### src/rtl/filtros_pkg.sv
// -----------------------------------------------------------------------------
// filtros_pkg
// Types and defaults shared by the filter datapath blocks (3-lane adder,
// lane distributor).
//   DATA_WIDTH : default sample width (two's complement)
//   LANES      : default number of parallel lanes
//   sample_t   : signed sample type
//   state_t    : output holding register state (EMPTY / FULL)
// -----------------------------------------------------------------------------
package filtros_pkg;

    localparam int DATA_WIDTH = 11;
    localparam int LANES      = 3;

    typedef logic signed [DATA_WIDTH-1:0] sample_t;

    // EMPTY: no frame presented (out_valid = 0)
    // FULL : a frame is held on lane_data (out_valid = 1)
    typedef enum logic {
        EMPTY = 1'b0,
        FULL  = 1'b1
    } state_t;

    // Width of a counter holding 0..lanes (fill count of a frame).
    function automatic int fill_width(input int lanes);
        return $clog2(lanes + 1);
    endfunction

endpackage

### src/rtl/distribuidor_3_lanes_if.sv
// -----------------------------------------------------------------------------
// distribuidor_3_lanes_if
// Stream-in / frame-out bus of the lane distributor.
//   in_data/in_valid/in_ready      : serial sample stream
//   lane_data/out_valid/out_ready  : parallel frame, lane i at
//                                    [i*DATA_WIDTH +: DATA_WIDTH]
//   flush/out_fill                 : present only with DISTRIBUIDOR_FLUSH_EN
// Handshake rule (both sides): a transfer happens on a rising clock edge where
// valid && ready. A valid source keeps valid high and its data stable until
// the transfer; ready never depends combinationally on valid.
// Modports:
//   master : the environment (sample producer and frame consumer)
//   slave  : the distributor
// -----------------------------------------------------------------------------
interface distribuidor_3_lanes_if #(
    parameter int DATA_WIDTH = filtros_pkg::DATA_WIDTH,
    parameter int LANES      = filtros_pkg::LANES
);

    logic [DATA_WIDTH-1:0]       in_data;
    logic                        in_valid;
    logic                        in_ready;
    logic [LANES*DATA_WIDTH-1:0] lane_data;
    logic                        out_valid;
    logic                        out_ready;

`ifdef DISTRIBUIDOR_FLUSH_EN
    logic                          flush;
    logic [$clog2(LANES+1)-1:0]    out_fill;

    modport master (
        output in_data, in_valid, out_ready, flush,
        input  in_ready, lane_data, out_valid, out_fill
    );

    modport slave (
        input  in_data, in_valid, out_ready, flush,
        output in_ready, lane_data, out_valid, out_fill
    );
`else
    modport master (
        output in_data, in_valid, out_ready,
        input  in_ready, lane_data, out_valid
    );

    modport slave (
        input  in_data, in_valid, out_ready,
        output in_ready, lane_data, out_valid
    );
`endif

endinterface

### src/rtl/distribuidor_3_lanes_registro_salida_lanes.sv
// -----------------------------------------------------------------------------
// registro_salida_lanes
// Output holding register of the lane distributor. Holds one parallel frame
// and its valid flag; the frame stays stable until the consumer takes it.
// The loader only asserts i_load when the register is empty or being drained
// in the same cycle, so a load never overwrites an unaccepted frame.
// Ports:
//   clk, reset_n  : clock, synchronous active-low reset
//   i_load        : load i_frame (and i_fill) this cycle
//   i_frame       : frame to load
//   i_fill        : number of valid lanes (DISTRIBUIDOR_FLUSH_EN only)
//   i_out_ready   : consumer accepts the held frame
//   o_lane_data   : held frame
//   o_out_valid   : frame held
//   o_fill        : fill count of held frame (DISTRIBUIDOR_FLUSH_EN only)
//   o_state       : FSM state, for observation
// -----------------------------------------------------------------------------
module registro_salida_lanes #(
    parameter int DATA_WIDTH = filtros_pkg::DATA_WIDTH,
    parameter int LANES      = filtros_pkg::LANES
) (
    input  logic                          clk,
    input  logic                          reset_n,
    input  logic                          i_load,
    input  logic [LANES*DATA_WIDTH-1:0]   i_frame,
`ifdef DISTRIBUIDOR_FLUSH_EN
    input  logic [$clog2(LANES+1)-1:0]    i_fill,
    output logic [$clog2(LANES+1)-1:0]    o_fill,
`endif
    input  logic                          i_out_ready,
    output logic [LANES*DATA_WIDTH-1:0]   o_lane_data,
    output logic                          o_out_valid,
    output filtros_pkg::state_t           o_state
);

    filtros_pkg::state_t           r_state;
    filtros_pkg::state_t           w_next_state;
    logic [LANES*DATA_WIDTH-1:0]   r_lane_data;

    always_ff @(posedge clk) begin
        if (!reset_n) begin
            r_state <= filtros_pkg::EMPTY;
        end else begin
            r_state <= w_next_state;
        end
    end

    // A load while FULL is only issued together with a drain, so the state
    // stays FULL and the new frame replaces the one just taken.
    always_comb begin
        w_next_state = r_state;
        case (r_state)
            filtros_pkg::EMPTY: begin
                if (i_load) begin
                    w_next_state = filtros_pkg::FULL;
                end
            end
            filtros_pkg::FULL: begin
                if (i_load) begin
                    w_next_state = filtros_pkg::FULL;
                end else if (i_out_ready) begin
                    w_next_state = filtros_pkg::EMPTY;
                end
            end
            default: begin
                w_next_state = filtros_pkg::EMPTY;
            end
        endcase
    end

    always_ff @(posedge clk) begin
        if (!reset_n) begin
            r_lane_data <= '0;
        end else if (i_load) begin
            r_lane_data <= i_frame;
        end
    end

`ifdef DISTRIBUIDOR_FLUSH_EN
    logic [$clog2(LANES+1)-1:0] r_fill;

    always_ff @(posedge clk) begin
        if (!reset_n) begin
            r_fill <= '0;
        end else if (i_load) begin
            r_fill <= i_fill;
        end
    end

    assign o_fill = r_fill;
`endif

    assign o_lane_data = r_lane_data;
    assign o_out_valid = (r_state == filtros_pkg::FULL);
    assign o_state     = r_state;

endmodule

### src/rtl/distribuidor_3_lanes.sv
// -----------------------------------------------------------------------------
// distribuidor_3_lanes
// Serial-to-parallel lane distributor: collects signed samples round-robin
// into LANES slots and presents each complete group as one parallel frame.
// Optional feature macro: DISTRIBUIDOR_FLUSH_EN (adds flush / out_fill to
// close partial frames, unused lanes zeroed).
// Ports:
//   clk, reset_n : clock, synchronous active-low reset
//   bus          : distribuidor_3_lanes_if.slave (stream in, frame out)
//   o_dbg_state  : output register FSM state, for observation
// -----------------------------------------------------------------------------
module distribuidor_3_lanes #(
    parameter int DATA_WIDTH = filtros_pkg::DATA_WIDTH,
    parameter int LANES      = filtros_pkg::LANES
) (
    input  logic                    clk,
    input  logic                    reset_n,
    distribuidor_3_lanes_if.slave   bus,
    output filtros_pkg::state_t     o_dbg_state
);

    localparam int                IDX_W    = $clog2(LANES);
    localparam int                FILL_W   = filtros_pkg::fill_width(LANES);
    localparam logic [IDX_W-1:0]  LAST_IDX = IDX_W'(LANES - 1);

    logic [IDX_W-1:0]            r_idx;
    logic [DATA_WIDTH-1:0]       r_buf [LANES];

    logic                        w_out_valid;
    logic                        w_stall;
    logic                        w_in_ready;
    logic                        w_accept;
    logic                        w_last;
    logic                        w_close;
    logic [LANES*DATA_WIDTH-1:0] w_frame;

    // A held frame that is not being taken blocks anything that would load
    // the output register (the completing sample, or a flush).
    assign w_stall = w_out_valid && !bus.out_ready;

`ifdef DISTRIBUIDOR_FLUSH_EN
    logic              w_flush_go;
    logic [FILL_W-1:0] w_fill;

    assign w_in_ready = !w_stall || ((r_idx != LAST_IDX) && !bus.flush);
    assign w_accept   = bus.in_valid && w_in_ready;
    assign w_last     = w_accept && (r_idx == LAST_IDX);
    // Flush only closes a frame that holds at least one sample, counting the
    // one accepted in this cycle.
    assign w_flush_go = bus.flush && !w_stall && ((r_idx != '0) || w_accept);
    assign w_close    = w_last || w_flush_go;
    assign w_fill     = FILL_W'(r_idx) + FILL_W'(w_accept);
`else
    assign w_in_ready = !w_stall || (r_idx != LAST_IDX);
    assign w_accept   = bus.in_valid && w_in_ready;
    assign w_last     = w_accept && (r_idx == LAST_IDX);
    assign w_close    = w_last;
`endif

    // Frame seen by the output register: filled slots from the collect
    // buffer, the sample accepted this cycle in its slot, zeros above.
    always_comb begin
        w_frame = '0;
        for (int i = 0; i < LANES; i++) begin
            if (IDX_W'(i) < r_idx) begin
                w_frame[i*DATA_WIDTH +: DATA_WIDTH] = r_buf[i];
            end else if ((IDX_W'(i) == r_idx) && w_accept) begin
                w_frame[i*DATA_WIDTH +: DATA_WIDTH] = bus.in_data;
            end
        end
    end

    always_ff @(posedge clk) begin
        if (!reset_n) begin
            r_idx <= '0;
            for (int i = 0; i < LANES; i++) begin
                r_buf[i] <= '0;
            end
        end else begin
            if (w_accept) begin
                r_buf[r_idx] <= bus.in_data;
            end
            if (w_close) begin
                r_idx <= '0;
            end else if (w_accept) begin
                r_idx <= r_idx + IDX_W'(1);
            end
        end
    end

    registro_salida_lanes #(
        .DATA_WIDTH (DATA_WIDTH),
        .LANES      (LANES)
    ) u_registro_salida_lanes (
        .clk         (clk),
        .reset_n     (reset_n),
        .i_load      (w_close),
        .i_frame     (w_frame),
`ifdef DISTRIBUIDOR_FLUSH_EN
        .i_fill      (w_fill),
        .o_fill      (bus.out_fill),
`endif
        .i_out_ready (bus.out_ready),
        .o_lane_data (bus.lane_data),
        .o_out_valid (w_out_valid),
        .o_state     (o_dbg_state)
    );

    assign bus.in_ready  = w_in_ready;
    assign bus.out_valid = w_out_valid;

endmodule

### src/flat_wrapper.sv
// flat-port wrapper written by rule: the top's interface ports become plain ports
module distribuidor_3_lanes_flat 
#(
    parameter int DATA_WIDTH = filtros_pkg::DATA_WIDTH,
    parameter int LANES      = filtros_pkg::LANES
)
  (clk, reset_n, o_dbg_state, bus_in_data, bus_in_valid, bus_out_ready, bus_in_ready, bus_lane_data, bus_out_valid);
  distribuidor_3_lanes_if #(.DATA_WIDTH(DATA_WIDTH), .LANES(LANES)) bus_i ();
  input  logic clk;
  input  logic reset_n;
  output filtros_pkg::state_t o_dbg_state;
  input wire logic [$bits(bus_i.in_data)-1:0] bus_in_data;
  input wire logic [$bits(bus_i.in_valid)-1:0] bus_in_valid;
  input wire logic [$bits(bus_i.out_ready)-1:0] bus_out_ready;
  output wire logic [$bits(bus_i.in_ready)-1:0] bus_in_ready;
  output wire logic [$bits(bus_i.lane_data)-1:0] bus_lane_data;
  output wire logic [$bits(bus_i.out_valid)-1:0] bus_out_valid;
  assign bus_i.in_data = bus_in_data;
  assign bus_i.in_valid = bus_in_valid;
  assign bus_i.out_ready = bus_out_ready;
  assign bus_in_ready = bus_i.in_ready;
  assign bus_lane_data = bus_i.lane_data;
  assign bus_out_valid = bus_i.out_valid;
  distribuidor_3_lanes #(.DATA_WIDTH(DATA_WIDTH), .LANES(LANES)) u_core (.clk(clk), .reset_n(reset_n), .bus(bus_i), .o_dbg_state(o_dbg_state));
endmodule
### config.mk
export PLATFORM = sky130hd
export DESIGN_NAME = distribuidor_3_lanes_flat
export DESIGN_NICKNAME = d
export VERILOG_FILES = /design/src/rtl/filtros_pkg.sv /design/src/rtl/distribuidor_3_lanes_if.sv /design/src/rtl/distribuidor_3_lanes_registro_salida_lanes.sv /design/src/rtl/distribuidor_3_lanes.sv /design/src/flat_wrapper.sv
export SDC_FILE = /design/constraint.sdc
export NUM_CORES = 1
export LEC_CHECK = 0
export ABC_CLOCK_PERIOD_IN_PS = 1960
export BUFFER_PORTS_ARGS = -buffer_cell sky130_fd_sc_hd__buf_2
export CAP_MARGIN = 10
export CORE_MARGIN = 3
export CORE_UTILIZATION = 40
export CTS_BUF_LIST = sky130_fd_sc_hd__clkbuf_16
export CTS_CLUSTER_DIAMETER = 150
export DETAILED_ROUTE_END_ITERATION = 10
export PLACE_DENSITY = 0.68
export SLEW_MARGIN = 20
export SYNTH_ARGS = -nofsm -noshare
export SYNTH_HDL_FRONTEND = slang
export SYNTH_SLANG_ARGS = --single-unit
### constraint.sdc
create_clock -name clk -period 1.96 [get_ports clk]
set_clock_uncertainty 0.1 [all_clocks]
set_input_delay 0.294 -clock clk [delete_from_list [all_inputs] [get_ports clk]]
set_output_delay 0.294 -clock clk [all_outputs]
set_load 0.005 [all_outputs]
-- Word-level counts from Yosys, hierarchy flattened
Memories as Yosys holds them, arrays and structs flattened. A register that Yosys moved wholly into a read port is not among the register bits.
Cells that the tools add are included.
- input bits: 15
- register bits: 3
- word-level logic and storage cells: 30
- bits in writable memories: 33
- memories kept: 1
- memories (name ; words ; bits a word ; read ports ; clocked after memory_dff ; write ports ; line ; source):
    u_core.r_buf ; 3 ; 11 ; 3 ; 3 ; 3 ; distribuidor_3_lanes.sv:27 ; logic [DATA_WIDTH-1:0] r_buf [LANES];
- add/sub/neg operators: 1
- equality and inequality tests: 2
- bitwise logic cells: 2
- multiplexer cells: 11
- reductions and logical operators: 11
- operator list (cell ; number):
    11-bit 2-to-1 mux ; 1
    11-bit OR reduction ; 1
    1-bit 2-to-1 mux ; 8
    1-bit logical NOT ; 5
    1-bit logical AND ; 3
    2-bit by 1-bit adder with 2-bit output (second input constant) ; 1
    2-bit equality test (second input constant) ; 1
    2-bit 2-to-1 mux ; 1
    2-bit inequality test (second input constant) ; 1
    1-bit NOT ; 2
    1-bit one-hot mux with 2 select lines ; 1
    2-bit OR reduction ; 1
    1-bit logical OR ; 1

-- Logic depth before layout (Yosys ltp)
Gate-level depths: netlist of the first run.
- word-level depth: 10
- mapped depth: 7
- mapped depth without buffers: 5

-- Modules after synthesis
A second synthesis of the first run with hierarchy kept.
- cells, all modules: 314
- area, all modules: 3295.7 um2
- by module, submodules not included (module ; sequential area each (um2) ; area an instance (um2) ; times used ; cells each):
    distribuidor_3_lanes ; 1031.0 ; 1974.4 ; 1 ; 204
    registro_salida_lanes ; 680.7 ; 1321.3 ; 1 ; 110

-- Least setup slack after synthesis of the first run
Ideal clock, no wire load.
- path type: register to register
- from: register u_core.r_idx[0]
- to: memory u_core.r_buf[1][0] (enable)
- path buffers: 1
- clock period less this slack: 1892 ps
- setup slack: 68 ps
- stages on the path, launching flop included: 7
- data arrival time: 1447 ps
- cells stage by stage: dfxtp_1 inv_1 ha_1 buf_4 nand3b_1 nand3_1 nand2_1
- RTL lines (element ; line ; source):
    from (decl) ; distribuidor_3_lanes.sv:26 ; logic [IDX_W-1:0] r_idx;
    from (signal assigned) ; distribuidor_3_lanes.sv:86 ; r_idx <= r_idx + IDX_W'(1);
    to (decl) ; distribuidor_3_lanes.sv:27 ;

-- Final worst setup path of the first run
- from: register u_core.r_idx[0]
- to: output port bus_in_ready
- word-level cells in the longest chain between the ends: 2
- RTL lines (element ; line ; source):
    2-bit inequality test ; distribuidor_3_lanes.sv:54 ; assign w_in_ready = !w_stall || (r_idx != LAST_IDX);
    1-bit logical OR ; distribuidor_3_lanes.sv:54 ;
    to (decl) ; flat_wrapper.sv:15 ; output wire logic [$bits(bus_i.in_ready)-1:0] bus_in_ready;
Every way passes these cells.

==> impl_results.md, run 1 <==
* Outcome: completed
* DP HPWL at 3.49 mm
* DRT Pass-1 Iters at 4
* Grt total ovfl at 0
* IO Count at 51
* TritonCTS clock tree: built
* WP data arrival at 1.40 ns
* Crit path largest cell delay at 0.36 ns
* Finished Layout Cells at 351
* Fraction of registers with async set/reset at 0%
* Slew @ Worst Pin at 0.477 ns
* Mapped Nets at 238
* Core area at 5610 um^2
* Clock Path Buffers at 2
* DRT iter0 DRCs at 87
* Total Wirelength at 4.84 mm
* Die height at 82.9 um
* Critical Path End Type: output pin
* FF-to-FF path depth at 5
* Placer congestion estimate at 0.755
* Max-slew violations at 0
* Power Density at 972 nW/um^2
* Sequential area share after synthesis at 58.4%
* # clock sinks at 58
* Hold buffer count at CTS at 0
* Clock slew at reported path FFs at 0.05 ns
* Chip width at 82.9 um
* Pint at 2.21 mW
* Ys flop type: dfxtp_1
* Hold Violations, Final at 0
* Setup violators final at 0
* Total CTS buffers at 9
* Crit start category: register
* Critical path depth in cells at 5
* Sw Ratio at 22.2%
* Seq pwr share at 46.9%
* Fillers at 539
* Mean routed wirelength per cell at 13.8 um
* Clock insertion delay at the later pin of the skew report at 0.32 ns
* RSZ-0062 raised after global routing: no
* Sum Neg Setup Slack at 0 ns
* WP buf/inv at 3
* All-Layer GR Usage at 15.2%
* Cell Area, Synth at 2370 um^2
* Worst slew margin at 68.1%
* Sw Pwr at 0.631 mW
* #FFs+latches synth at 58
* Worst-path fanout max at 5
* Vias at 1,692
* Critical path type: reg2out
* Layout cell share with drive strength beyond 1 at 28.3%
* Comb pwr share at 6.5%
* Distinct cell type count after synthesis at 27
* H-tree levels at 3
* Hold/Removal Path Class: in2reg
* Clk network pwr share at 46.6%
* Critical path's top delay family: flip-flops
* Nets at 292
* Total die area at 6870 um^2
* Cells after DPL at 335
* Synth warn at 0
* CP required at 1.57 ns
* DRC Markers at 0
* Min Clock Period, post-route at 1.79 ns
* Post-CTS setup buffers at 0
* Largest net degree at the start of global routing at 34
* CTS resizes at 0
* Via count of the first global-routing pass at 1,701
* Number of synthesized flops with an enable pin at 22
* Tcrit/Tclk final at 91.5%
* Fmax at 558 MHz
* Area growth syn-to-layout at 23.6%
* CP Cell Sequence: inv_1, ha_1, nand3b_1, buf_4, buf_2
* Root buffer cell: clkbuf_16
* First-pass GRT wire length at 8.31 mm
* Synth Area per Inst at 10.8 um^2
* Vias per inst at 4.82
* Max Cap Viol at 0
* Static leakage power at 1.23 nW
* Cell count after synthesis at 220
* Hold Path Depth at 3
* Peak supply drop at 0.464 mV
* Initial core utilization at 42.2%
* Slowest CP cell: dfxtp_1
* Rows at 27
* Antenna violations before repair at 0
* ANT cells at 0
* IO Port Bufs at 50
* Routed Antenna Nets at 0
power by group through the flow:
stage	registers, mW	logic, mW	clock network [mW]
after floorplan	1.35	0.122	0
after global placement	1.35	0.181	0
after detailed placement	1.36	0.185	0
after CTS	1.33	0.186	1.35
after global routing	1.34	0.204	1.42
final	1.33	0.184	1.32
flip-flops by register name, indices dropped and copies added, names as in the netlist:
register / count
u_core.r_buf: 22
u_core.r_idx: 2
u_core.u_registro_salida_lanes.o_out_valid: 1
u_core.u_registro_salida_lanes.o_lane_data: 33
worst min-delay path: stages:
cell,delay [ns]
buf_2,0.11
nand4_1,0.08
o21ai_0,0.07
placed cells by master, fill, tap and decap left out:
master,count
a31o_2,4
buf_4,7
nor3_1,4
a31oi_1,1
buf_12,1
nand3_2,1
nor2b_1,2
clkinv_2,3
edfxtp_1,22
dfxtp_1,36
nand2_2,1
clkinv_1,1
buf_2,50
nor2_8,1
nand2b_1,1
nand3b_1,1
inv_1,5
o21ai_0,7
nand2_1,59
mux2i_1,23
clkbuf_16,9
nand4_1,6
ha_1,3
and2_1,15
a21boi_0,1
a311o_1,1
nand3_1,2
and3_4,2
nor2_1,10
kinds of logic after synthesis:
family	after synthesis	synth area share (%)
AOI/OAI and AO/OA	14	3.97
adders and majority gates	3	1.59
buffers and inverters	17	4.97
DFF	58	58.4
muxes	23	9.73
and+or+nand+nor	105	21.4
worst paths after layout:
kind	endpoint	startpoint	slack [ns]
setup / recovery	bus_in_ready	u_core.r_idx[0]$_SDFFE_PP0N_	0.17
hold / removal	u_core.u_registro_salida_lanes.o_lane_data[30]$_SDFFE_PN0P_	bus_in_data[8]	0.17
setup reg to reg	u_core.r_buf[1][3]$_SDFFCE_PN0P_	u_core.r_idx[0]$_SDFFE_PP0N_	0.17
hold reg to reg	u_core.u_registro_salida_lanes.o_lane_data[11]$_SDFFE_PN0P_	u_core.u_registro_salida_lanes.o_lane_data[11]$_SDFFE_PN0P_	0.35
per-layer routing:
metal	wire length, um	vias up	track usage [%]	share of wire (%)
met5	0	-	0	0
met3	281	9	4.96	5.8
met4	101	0	8.17	2.1
met2	2180	52	23.0	45
met1	2280	782	19.2	47
li1	-	849	-	-
synth_stat cells, types with 2 or more instances:
| cell type | instances | area share, % |
|---|---|---|
| nand2_1 | 59 | 9.4 |
| dfxtp_1 | 36 | 30 |
| mux2i_1 | 23 | 9.7 |
| edfxtp_1 | 22 | 28 |
| and2_1 | 15 | 4.0 |
| nor2_1 | 10 | 1.6 |
| buf_2 | 9 | 1.9 |
| o21ai_0 | 7 | 1.5 |
| nand4_1 | 6 | 1.6 |
| a31o_2 | 4 | 1.5 |
| nor3_1 | 4 | 0.85 |
| buf_4 | 3 | 0.95 |
| ha_1 | 3 | 1.6 |
| and3_4 | 2 | 0.95 |
| buf_6 | 2 | 0.95 |
| inv_1 | 2 | 0.32 |
| nand3_1 | 2 | 0.42 |
| nor2b_1 | 2 | 0.53 |
per-stage QoR:
stage               util, %  hold slack [ns]  setup slack (ns)  instance area (um^2)  power [mW]
floorplan                 -            0.348            0.0675                  2370        1.47
global placement       47.6            0.341             0.293                  2670        1.54
detailed placement     47.6            0.346             0.186                  2670        1.54
CTS                    52.1            0.161             0.150                  2920        2.87
global route           52.1            0.176            0.0231                  2920        2.96
finish                 52.1            0.167             0.167                  2920        2.84
layout make-up:
type	count	area, um^2	area share [%]
sequential	58	1380	47.2
multi-input combinational	145	867	29.7
timing repair buffer	58	323	11.0
clock buffer	9	225	7.70
tap	72	90.1	3.08
clock inverter	7	30.0	1.03
inverter	2	7.51	0.257
Power figures use the tool's default switching activity.
==> run 2, diff against run 1 <==
--- a/config.mk
+++ b/config.mk
@@ -14,6 +14,7 @@
 export CTS_CLUSTER_DIAMETER = 150
 export DETAILED_ROUTE_END_ITERATION = 10
 export PLACE_DENSITY = 0.68
+export RECOVER_POWER = 100
 export SLEW_MARGIN = 20
 export SYNTH_ARGS = -nofsm -noshare
 export SYNTH_HDL_FRONTEND = slang
==> run 2 against run 1 <==
Total power down 0.27%. Critical endpoint unchanged. Global-route usage is the same. Sequential power about the same. Wire length rose by 0.43%. Register-to-register slack barely moved. Clock-buffer cell count stayed put. Final cell count unchanged. Combinational power shrank 5%.
==> impl_results.md, run 2 (synthesis results as in run 1) <==
* Routed Antenna Nets at 0
* Rows at 27
* Finished Layout Cells at 351
* Worst-path fanout max at 5
* DP HPWL at 3.49 mm
* DRT iter0 DRCs at 102
* DRT Pass-1 Iters at 4
* # clock sinks at 58
* Clock Path Buffers at 2
* Hold Violations, Final at 0
* Sum Neg Setup Slack at 0 ns
* Core area at 5610 um^2
* Clock slew at reported path FFs at 0.05 ns
* Antenna violations before repair at 0
* All-Layer GR Usage at 15.2%
* Worst setup margin at 0.102 ns
* Slew @ Worst Pin at 0.485 ns
* Slowest CP cell: dfxtp_1
* Area growth syn-to-layout at 21.4%
* Hold/Removal Path Class: in2reg
* CTS resizes at 0
* Min Clock Period, post-route at 1.86 ns
* TritonCTS clock tree: built
* Sw Pwr at 0.631 mW
* Multi-input gate area at 852 um^2
* CP Cell Sequence: inv_1, ha_1, nand3b_1, clkbuf_1, buf_2
* Most frequent cells in the layout: 59 x nand2_1, 36 x dfxtp_1, 35 x buf_2
* Design Power at 2.83 mW
* Hold buffer count at CTS at 0
* Fillers at 550
* Static leakage power at 1.15 nW
* ANT cells at 0
* Post-CTS setup buffers at 0
* Nets at 292
* Layout cell share with drive strength beyond 1 at 21.1%
* Total die area at 6870 um^2
* Critical Path End Type: output pin
* Mean routed wirelength per cell at 13.9 um
* Grt total ovfl at 0
* Clk network pwr share at 46.8%
* Crit start category: register
* Chip width at 82.9 um
* WP buf/inv at 3
* H-tree levels at 3
* Setup violators final at 0
* DRC Markers at 0
* Vias per inst at 4.78
* Crit path largest cell delay at 0.36 ns
* Pint at 2.20 mW
* Root buffer cell: clkbuf_16
* Sw Ratio at 22.3%
* Critical path's top delay family: buffers and inverters
* RR Startpoint: u_core.r_idx[0]$_SDFFE_PP0N_
* RSZ-0062 raised after global routing: no
* Fmax at 538 MHz
* Tcrit/Tclk final at 94.8%
* Clock insertion delay at the later pin of the skew report at 0.32 ns
* Placer congestion estimate at 0.755
* Via count of the first global-routing pass at 1,701
* FF+latch area at 1380 um^2
* Seq pwr share at 47.1%
* Max Cap Viol at 0
* Flip-flop count of the largest register after layout at 33
* Total Wirelength at 4.87 mm
* First-pass GRT wire length at 8.31 mm
* CP required at 1.57 ns
* IO Count at 51
* Peak supply drop at 0.461 mV
* Hold WS at 0.166 ns
* WP data arrival at 1.46 ns
* Worst slew margin at 67.6%
* Comb pwr share at 6.2%
* Largest net degree at the start of global routing at 34
* CP startpoint: u_core.r_idx[0]$_SDFFE_PP0N_
* Total CTS buffers at 9
* Leading cell type in the layout, fill and taps excluded: nand2_1
* Vias at 1,679
* Die height at 82.9 um
* Cells after DPL at 335
* Initial core utilization at 42.2%
* Outcome: completed
* HP Start: bus_in_data[8]
* Max-slew violations at 0
* Critical path type: reg2out
* IO Port Bufs at 50
* Power Density at 987 nW/um^2
* Dpl ws at 0.186 ns
[run 2: power groups by stage]
stage / Clock [mW] / Combinational, mW / Sequential [mW]
6_report: 1.32 / 0.175 / 1.33
5_1_grt: 1.42 / 0.195 / 1.34
4_1_cts: 1.35 / 0.186 / 1.33
3_5_place_dp: 0 / 0.185 / 1.36
3_3_place_gp: 0 / 0.181 / 1.35
2_1_floorplan: 0 / 0.122 / 1.35
[run 2: per-stage QoR]
stage	area, um^2	utilization [%]
floorplan	2370	-
global placement	2670	47.6
detailed placement	2670	47.6
CTS	2920	52.1
global route	2870	51.2
finish	2870	51.2
[run 2: worst paths after layout]
kind                            slack (ns)                                                     endpoint  cells past startpoint
worst min-delay path                  0.17  u_core.u_registro_salida_lanes.o_lane_data[30]$_SDFFE_PN0P_                      3
worst max-delay path                  0.10                                                 bus_in_ready                      5
worst max register to register        0.17  u_core.u_registro_salida_lanes.o_lane_data[14]$_SDFFE_PN0P_                      7
worst min register to register        0.35  u_core.u_registro_salida_lanes.o_lane_data[11]$_SDFFE_PN0P_                      2
[run 2: final cells by class]
type | instances | area share, %
inverters | 2 | 0.261
multi-input cells | 145 | 29.7
repair buffers | 58 | 9.93
flip-flops and latches | 58 | 48.1
clock buffers | 9 | 7.84
well taps | 72 | 3.14
clock inverters | 7 | 1.05
[run 2: worst reg2reg max path, stage by stage (launching register included)]
cell	delay, ns
dfxtp_1	0.33
inv_1	0.09
ha_1	0.18
buf_4	0.16
nand2_2	0.13
nor2_8	0.23
buf_6	0.27
mux2i_1	0.22
[run 2: metal layers]
| metal | track usage (%) | up-vias | wire (um) |
|---|---|---|---|
| li1 | - | 850 | - |
| met1 | 19.2 | 772 | 2300 |
| met2 | 23.0 | 48 | 2180 |
| met3 | 4.96 | 9 | 281 |
| met4 | 8.17 | 0 | 101 |
| met5 | 0 | - | 0 |
==> run 3, diff against run 2 <==
--- a/config.mk
+++ b/config.mk
@@ -13,7 +13,7 @@
 export CTS_BUF_LIST = sky130_fd_sc_hd__clkbuf_16
 export CTS_CLUSTER_DIAMETER = 150
 export DETAILED_ROUTE_END_ITERATION = 10
-export PLACE_DENSITY = 0.68
+export PLACE_DENSITY = 0.73
 export RECOVER_POWER = 100
 export SLEW_MARGIN = 20
 export SYNTH_ARGS = -nofsm -noshare
==> run 3 against run 2 <==
Highest routed layer unchanged. Cell area up 1.9%. Critical path depth unchanged. Via count fell by 0.18%. Final cell count grew 0.85%. Largest cell class unchanged.
==> impl_results.md, run 3 (synthesis results as in run 1) <==
* All-Layer GR Usage at 14.7%
* Most frequent cells in the layout: 60 x nand2_1, 36 x dfxtp_1, 35 x buf_2
* Tcrit/Tclk final at 90.3%
* TritonCTS clock tree: built
* DRT iter0 DRCs at 94
* Met3 wire len at 265 um
* Area growth syn-to-layout at 23.6%
* ANT cells at 0
* Clock slew at reported path FFs at 0.05 ns
* Outcome: completed
* Vias per inst at 4.73
* Root buffer cell: clkbuf_16
* Via count of the first global-routing pass at 1,688
* Chip width at 82.9 um
* Die height at 82.9 um
* Design Power at 2.95 mW
* Routed Antenna Nets at 0
* Max layer used: met4
* WL met1 at 2.10 mm
* Grt total ovfl at 0
* Nets at 295
* RSZ-0062 raised after global routing: no
* CTS resizes at 0
* Fillers at 523
* WP data arrival at 1.38 ns
* Critical path type: reg2out
* Routed wl met2 at 2.27 mm
* Dpl ws at 0.311 ns
* Post-CTS setup buffers at 0
* Worst-path fanout max at 5
* Worst setup margin at 0.191 ns
* Clock Path Buffers at 2
* Hold Path Depth at 3
* Leading cell type in the layout, fill and taps excluded: nand2_1
* Layout cell share with drive strength beyond 1 at 21.6%
* Static leakage power at 1.17 nW
* Antenna violations before repair at 0
* Clock insertion delay at the later pin of the skew report at 0.32 ns
* Hold/Removal Path Class: in2reg
* Setup violators final at 0
* Initial core utilization at 42.2%
* DP HPWL at 3.50 mm
* Min Clock Period, post-route at 1.77 ns
* Total CTS buffers at 9
* Slowest CP cell: dfxtp_1
* Vias at 1,676
* Worst slew margin at 79.6%
* Hold buffer count at CTS at 0
* Crit path largest cell delay at 0.36 ns
* Mean routed wirelength per cell at 13.3 um
* Hold Violations, Final at 0
* Slew @ Worst Pin at 0.306 ns
* Placer congestion estimate at 0.747
* Final core area utilization at 52.2%
* Fmax at 565 MHz
* Total die area at 6870 um^2
* Finished Layout Cells at 354
* FF-to-FF path depth at 6
* DRC Markers at 0
* Critical Path End Type: output pin
* Max-slew violations at 0
* IO Count at 51
* Largest net degree at the start of global routing at 24
* # clock sinks at 58
* H-tree levels at 3
* Power Density at 1010 nW/um^2
* IO Port Bufs at 50
* DRT Pass-1 Iters at 4
* Sum Neg Setup Slack at 0 ns
* Cells after DPL at 338
* Total Wirelength at 4.70 mm
* CP required at 1.57 ns
* Core area at 5610 um^2
* Max Cap Viol at 0
* Rows at 27
* First-pass GRT wire length at 7.98 mm
* Flip-flop count of the largest register after layout at 33
* Peak supply drop at 0.535 mV
* CP Cell Sequence: inv_1, ha_1, nand3b_1, buf_4, clkbuf_1
* Crit start category: register
==> run 3: power by group <==
part / internal [mW] / switching (mW) / leakage (nW) / total [mW]
combinational: 0.0681 / 0.110 / 0.504 / 0.178
clock: 0.955 / 0.485 / 0.144 / 1.44
sequential: 1.31 / 0.0200 / 0.525 / 1.33
total: 2.34 / 0.616 / 1.17 / 2.95
==> run 3: path summary, 6_finish.rpt <==
kind                                                                               endpoint  slack (ns)                                                       start
worst min-delay path            u_core.u_registro_salida_lanes.o_lane_data[29]$_SDFFE_PN0P_        0.17                                              bus_in_data[7]
worst min register to register   u_core.u_registro_salida_lanes.o_lane_data[9]$_SDFFE_PN0P_        0.35  u_core.u_registro_salida_lanes.o_lane_data[9]$_SDFFE_PN0P_
worst max register to register                             u_core.r_buf[0][5]$_SDFFCE_PN0P_        0.20                                u_core.r_idx[0]$_SDFFE_PP0N_
worst max-delay path                                                           bus_in_ready        0.19                                u_core.r_idx[0]$_SDFFE_PP0N_
==> run 3: through the flow <==
stage	cell area (um^2)	hold WS (ns)
after global routing	2930	0.179
after global placement	2700	0.339
after detailed placement	2700	0.345
after floorplan	2370	0.348
final	2930	0.171
after CTS	2980	0.154
==> run 3: final cells by class <==
type,instances,area (um^2),share of cell area (%)
clock inverters,7,53.8,1.84
well taps,72,90.1,3.08
clock buffers,9,225,7.70
flip-flops and latches,58,1380,47.2
repair buffers,61,318,10.9
inverters,2,7.51,0.257
multi-input cells,145,850,29.0
==> run 3: routing by layer <==
| layer | up-vias | GRT usage, % |
|---|---|---|
| met3 | 6 | 5.16 |
| met4 | 0 | 6.69 |
| met1 | 775 | 17.0 |
| li1 | 856 | - |
| met2 | 39 | 24.3 |
| met5 | - | 0 |
==> run 3: critical path: cells and delay by family (launching register included) <==
family                   cells  cell delay [ns]
flip-flops                   1             0.36
buffers and inverters        3             0.32
adder cells (fa/ha/maj)      1             0.21
AND/OR/NAND/NOR              1             0.16
